[src/rtl/sr_cmd_pkg.sv]
// Shared types and default parameters for the sr_ff command generator.
package sr_cmd_pkg;

   typedef enum logic [1:0] {
      IDLE    = 2'd0,
      PULSE_S = 2'd1,
      PULSE_R = 2'd2,
      GAP     = 2'd3
   } state_t;

   localparam int DEB_CYCLES_D = 4;
   localparam int PULSE_LEN_D  = 2;
   localparam int GAP_LEN_D    = 1;

   // Larger of two integers, used to size the shared pulse/gap counter.
   function automatic int max2(input int a, input int b);
      if (a > b) begin
         return a;
      end else begin
         return b;
      end
   endfunction

endpackage

[src/rtl/sync_debounce.sv]
// Two-flop synchroniser, stability-counter debounce and registered
// rising-edge detector for one raw request line.
module sync_debounce #(
   parameter int DEB_CYCLES = 4
) (
   input  logic clk,
   input  logic rst_n,
   input  logic raw,
   output logic req
);

   localparam int CW = $clog2(DEB_CYCLES);
   localparam logic [CW-1:0] CNT_LAST = CW'(DEB_CYCLES - 1);

   logic          sync1_r;
   logic          sync2_r;
   logic          deb_r;
   logic          deb_d_r;
   logic [CW-1:0] cnt_r;
   logic          req_r;

   // Synchronise, accept a level only after DEB_CYCLES stable cycles, then flag its rise.
   always_ff @(posedge clk or negedge rst_n) begin
      if (!rst_n) begin
         sync1_r <= 1'b0;
         sync2_r <= 1'b0;
         deb_r   <= 1'b0;
         deb_d_r <= 1'b0;
         cnt_r   <= '0;
         req_r   <= 1'b0;
      end else begin
         sync1_r <= raw;
         sync2_r <= sync1_r;
         if (sync2_r != deb_r) begin
            if (cnt_r == CNT_LAST) begin
               deb_r <= sync2_r;
               cnt_r <= '0;
            end else begin
               cnt_r <= cnt_r + CW'(1);
            end
         end else begin
            cnt_r <= '0;
         end
         deb_d_r <= deb_r;
         req_r   <= deb_r & ~deb_d_r;
      end
   end

   assign req = req_r;

endmodule

[src/rtl/sr_cmd_gen.sv]
// Command generator for sr_ff: debounced set/clear requests are arbitrated
// into registered, mutually exclusive S/R pulses separated by idle gaps.
module sr_cmd_gen
   import sr_cmd_pkg::*;
#(
   parameter int DEB_CYCLES = DEB_CYCLES_D,
   parameter int PULSE_LEN  = PULSE_LEN_D,
   parameter int GAP_LEN    = GAP_LEN_D
) (
   input  logic clk,
   input  logic rst_n,
   input  logic set_req_raw,
   input  logic clr_req_raw,
   input  logic q_fb,
   output logic S,
   output logic R,
   output logic busy,
   output logic conflict
);

   localparam int PW = $clog2(max2(PULSE_LEN, GAP_LEN)) + 1;
   localparam logic [PW-1:0] PULSE_LOAD = PW'(PULSE_LEN - 1);
   localparam logic [PW-1:0] GAP_LOAD   = PW'(GAP_LEN - 1);

   logic          set_req;
   logic          clr_req;
   state_t        state_r, state_nxt;
   logic [PW-1:0] pcnt_r, pcnt_nxt;
   logic          pend_set_r, pend_set_nxt;
   logic          pend_clr_r, pend_clr_nxt;
   logic          conflict_evt_r, conflict_nxt;
   logic          cand_set, cand_clr, run_start;
   logic          s_r, r_r, busy_r, conflict_r;

   sync_debounce #(.DEB_CYCLES(DEB_CYCLES)) u_set_deb (
      .clk   (clk),
      .rst_n (rst_n),
      .raw   (set_req_raw),
      .req   (set_req)
   );

   sync_debounce #(.DEB_CYCLES(DEB_CYCLES)) u_clr_deb (
      .clk   (clk),
      .rst_n (rst_n),
      .raw   (clr_req_raw),
      .req   (clr_req)
   );

   // Next-state logic: pulse/gap timing, pending capture and the start check.
   always_comb begin
      state_nxt    = state_r;
      pcnt_nxt     = pcnt_r;
      pend_set_nxt = pend_set_r;
      pend_clr_nxt = pend_clr_r;
      conflict_nxt = 1'b0;
      cand_set     = 1'b0;
      cand_clr     = 1'b0;
      run_start    = 1'b0;
      case (state_r)
         IDLE: begin
            cand_set  = set_req;
            cand_clr  = clr_req;
            run_start = 1'b1;
         end
         PULSE_S, PULSE_R: begin
            pend_set_nxt = pend_set_r | set_req;
            pend_clr_nxt = pend_clr_r | clr_req;
            if (pcnt_r == '0) begin
               state_nxt = GAP;
               pcnt_nxt  = GAP_LOAD;
            end else begin
               pcnt_nxt = pcnt_r - PW'(1);
            end
         end
         GAP: begin
            if (pcnt_r == '0) begin
               // A request landing on the exit cycle is folded in rather than lost.
               cand_set     = pend_set_r | set_req;
               cand_clr     = pend_clr_r | clr_req;
               pend_set_nxt = 1'b0;
               pend_clr_nxt = 1'b0;
               state_nxt    = IDLE;
               run_start    = 1'b1;
            end else begin
               pend_set_nxt = pend_set_r | set_req;
               pend_clr_nxt = pend_clr_r | clr_req;
               pcnt_nxt     = pcnt_r - PW'(1);
            end
         end
         default: begin
            state_nxt = IDLE;
         end
      endcase
      if (run_start) begin
         if (cand_set && cand_clr) begin
            conflict_nxt = 1'b1;
         end else if (cand_set && !q_fb) begin
            state_nxt = PULSE_S;
            pcnt_nxt  = PULSE_LOAD;
         end else if (cand_clr && q_fb) begin
            state_nxt = PULSE_R;
            pcnt_nxt  = PULSE_LOAD;
         end else begin
            // Redundant or absent command: nothing issued.
            conflict_nxt = 1'b0;
         end
      end else begin
         conflict_nxt = 1'b0;
      end
   end

   // FSM state, counter, pending flags and registered outputs.
   always_ff @(posedge clk or negedge rst_n) begin
      if (!rst_n) begin
         state_r        <= IDLE;
         pcnt_r         <= '0;
         pend_set_r     <= 1'b0;
         pend_clr_r     <= 1'b0;
         conflict_evt_r <= 1'b0;
         s_r            <= 1'b0;
         r_r            <= 1'b0;
         busy_r         <= 1'b0;
         conflict_r     <= 1'b0;
      end else begin
         state_r        <= state_nxt;
         pcnt_r         <= pcnt_nxt;
         pend_set_r     <= pend_set_nxt;
         pend_clr_r     <= pend_clr_nxt;
         conflict_evt_r <= conflict_nxt;
         s_r            <= (state_r == PULSE_S);
         r_r            <= (state_r == PULSE_R);
         busy_r         <= (state_r != IDLE);
         conflict_r     <= conflict_evt_r;
      end
   end

   assign S        = s_r;
   assign R        = r_r;
   assign busy     = busy_r;
   assign conflict = conflict_r;

endmodule

[config.mk]
export PLATFORM = sky130hd
export DESIGN_NAME = sr_cmd_gen
export DESIGN_NICKNAME = d
export VERILOG_FILES = /design/src/rtl/sr_cmd_pkg.sv /design/src/rtl/sync_debounce.sv /design/src/rtl/sr_cmd_gen.sv
export SDC_FILE = /design/constraint.sdc
export NUM_CORES = 1
export LEC_CHECK = 0
export CAP_MARGIN = 20
export CORE_ASPECT_RATIO = 1.4
export CORE_MARGIN = 2
export CORE_UTILIZATION = 54
export DETAILED_ROUTE_END_ITERATION = 8
export PLACE_DENSITY_LB_ADDON = 0.12
export SYNTH_ARGS = -nofsm -noshare
export SYNTH_HDL_FRONTEND = slang
export SYNTH_SLANG_ARGS = --single-unit
[constraint.sdc]
create_clock -name clk -period 1.8 [get_ports clk]
set_clock_uncertainty 0.05 [all_clocks]
set_input_delay 0.18 -clock clk [delete_from_list [all_inputs] [get_ports clk]]
set_output_delay 0.18 -clock clk [all_outputs]
set_load 0.02 [all_outputs]
==> impl_metrics.ini <==
[clock_tree]
cts_buffers = 3
clock-sinks = 25
h-tree-depth = 1
clockBufferDepth = 2
cts_tree = done
root_buffer = clkbuf_4
clk_pin_slew_ns = 0.12
insertion_delay_ns = 0.30

[yosys]
yosys_warnings = 0
syn_nets = 89
syn-cell-area_um2 = 1020
syn_avg_cell_area_um2 = 13.2
yosysTopAreaCellShare = 0.614
synth_top_area_cell = dfrtp_1
ys_seq_area_frac = 0.614
synth_cells = 77
synth_seq_cells = 25
synthDistinctLibCells = 22
yosys-top-cells-area = dfrtp_1 (61%), ha_1 (8.6%), nor3_1 (2.5%)

[placed_design]
place_ws_ns = 0.0136
dp_cells = 106
gp_congestion = 0.745
dp_hpwl_um = 1150
portBuffers = 8
dpl_cell_area_um2 = 1130

[final_layout]
mostFrequentLayoutCells = dfrtp_1 (24), clkdlybuf4s50_1 (8), ha_1 (6)
drive_gt1_frac = 0.213
layout.nets = 107
final_cells = 114
design_area_um2 = 1260
fin_util = 0.708
syn2layout_area_growth_pct = 23.7
mostFrequentLayoutCell = dfrtp_1
n_antenna_cell = 0

[die]
dieHeight_um = 55.4
io_pins = 9
rows = 18
dieArea_um2 = 2250
start_util = 0.572
chipWidth_um = 40.7
core_area_um2 = 1780

[global_route]
grt.total_usage = 0.160
grt_pass1_vias = 640
grt_pass1_wl_um = 2460
grt_max_degree = 26
antenna_found_initial = 0
globalRouteOverflowTotal = 0

[pwr]
p_leak_uw = 0.000582
peakVddDrop_v = 0.000878
p_per_area_nw_per_um2 = 1850

[setup_path]
crit_fanout = 5
rrSetupSlack_ns = -0.004
critical_path_required_ns = 1.94
crit_path_start_kind = flop
reg2reg_depth = 6
worstSetupEndpointType = flop
r2r-start = state_r[1]$_DFF_PN0_
worstReg2RegEnd = state_r[0]$_DFF_PN0_
critPathKind = reg2reg
arrival_ns = 1.94

[timing]
grt_setup_unrepaired = true
hold_viol = 0
fin_ws_ns = -0.00388
max-slew-margin-rel = 0.750
fin_crit_ns = 1.80
max_freq_mhz = 554
setup_viol = 1
worst_pin_slew_ns = 0.371
finalSetupTns_ns = -0.00388
fin_crit_sh = 1.00
slew_viol_final = 0

[detailed_routing]
drt-vias-per-instance = 5.71
drt_pass1_iterations = 4
wl_um = 1720
vias = 651
drt_drc_violations_left = 0
postRouteAntennaNets = 0
dr.first_iter.drc_count = 9
wl_per_cell_um = 15.1

[job]
maxCapViolations = 0

[status]
status = finished with violations
failed_checks = negative setup slack

[worst_hold_path]
hold_class = in2async
-- per-stage QoR --
step	hold WS, ns	total power [uW]
final	0.166	2330
after global placement	0.284	1740
after CTS	0.168	2020
after detailed placement	0.286	1790
after global routing	0.178	2480
after floorplan	-0.166	1520
-- sequential cells by signal, summed over array words and instances (netlist names), 2 cells and up --
| name | count |
|---|---|
| u_set_deb.cnt_r | 2 |
| state_r | 2 |
| pcnt_r | 2 |
| u_clr_deb.cnt_r | 2 |
-- layer usage --
layer  GRT usage  wire length, um
met1       0.162              643
met4       0.119               50
met5           0                0
met3      0.0402               68
met2       0.259              955
-- cells by family (layout without fill, tap and decap cells) --
family / count (synthesis) / count (layout) / synth area share
compound gates: 15 / 15 / 0.106
flops: 25 / 25 / 0.614
fa+ha+maj: 7 / 7 / 0.0860
buf+inv: 5 / 22 / 0.0184
mux: 2 / 2 / 0.0221
simple gates: 21 / 21 / 0.136
xor+xnor: 2 / 2 / 0.0172
-- cells in the mapped netlist (all sizes together) --
cell type / count
o41ai: 2
and2: 2
mux2: 2
dfrtp: 25
o21bai: 1
nor4: 2
xnor2: 1
nand2b: 2
o21ai: 3
xor2: 1
nor2: 3
nor2b: 3
a21oi: 4
a2bb2oi: 2
nor3: 5
a2111o: 1
a21o: 2
nor3b: 2
inv: 5
nand2: 2
ha: 7
-- worst max path at each step --
stage | from | to | slack, ns
finish | state_r[1]$_DFF_PN0_ | state_r[0]$_DFF_PN0_ | -0.004
global route | state_r[0]$_DFF_PN0_ | state_r[0]$_DFF_PN0_ | -0.07
CTS | state_r[0]$_DFF_PN0_ | state_r[1]$_DFF_PN0_ | -0.008
detailed placement | state_r[0]$_DFF_PN0_ | state_r[1]$_DFF_PN0_ | 0.01
global placement | state_r[0]$_DFF_PN0_ | state_r[1]$_DFF_PN0_ | 0.06
floorplan | state_r[0]$_DFF_PN0_ | pcnt_r[0]$_DFF_PN0_ | 0.15
-- critical path, stage by stage (launching register included) --
cell and delay (ns):
dfrtp_2 0.46, ha_4 0.17, nor3b_4 0.15, buf_4 0.17, a21o_1 0.20, o41ai_1 0.37, nand2b_1 0.12
-- repair_timing --
action	CTS	global route
pin swaps	0	7
hold buffers	0	0
buffers inserted	0	4
setup endpoints to repair	1	4
gates resized for setup	0	12
-- cell type report --
type,count,area [um^2]
inverters,5,18.8
flip-flops and latches,25,627
multi-input cells,47,442
repair buffers,13,121
clock buffers,4,26.3
well taps,20,25.0
fillers,134,519
-- where the power goes --
group	internal, uW	leakage, uW	switching, uW
registers	770	0.000310	166
clock network	86.3	0.0000150	147
logic	566	0.000257	598
Note: power is estimated with default switching activity, not from simulation.
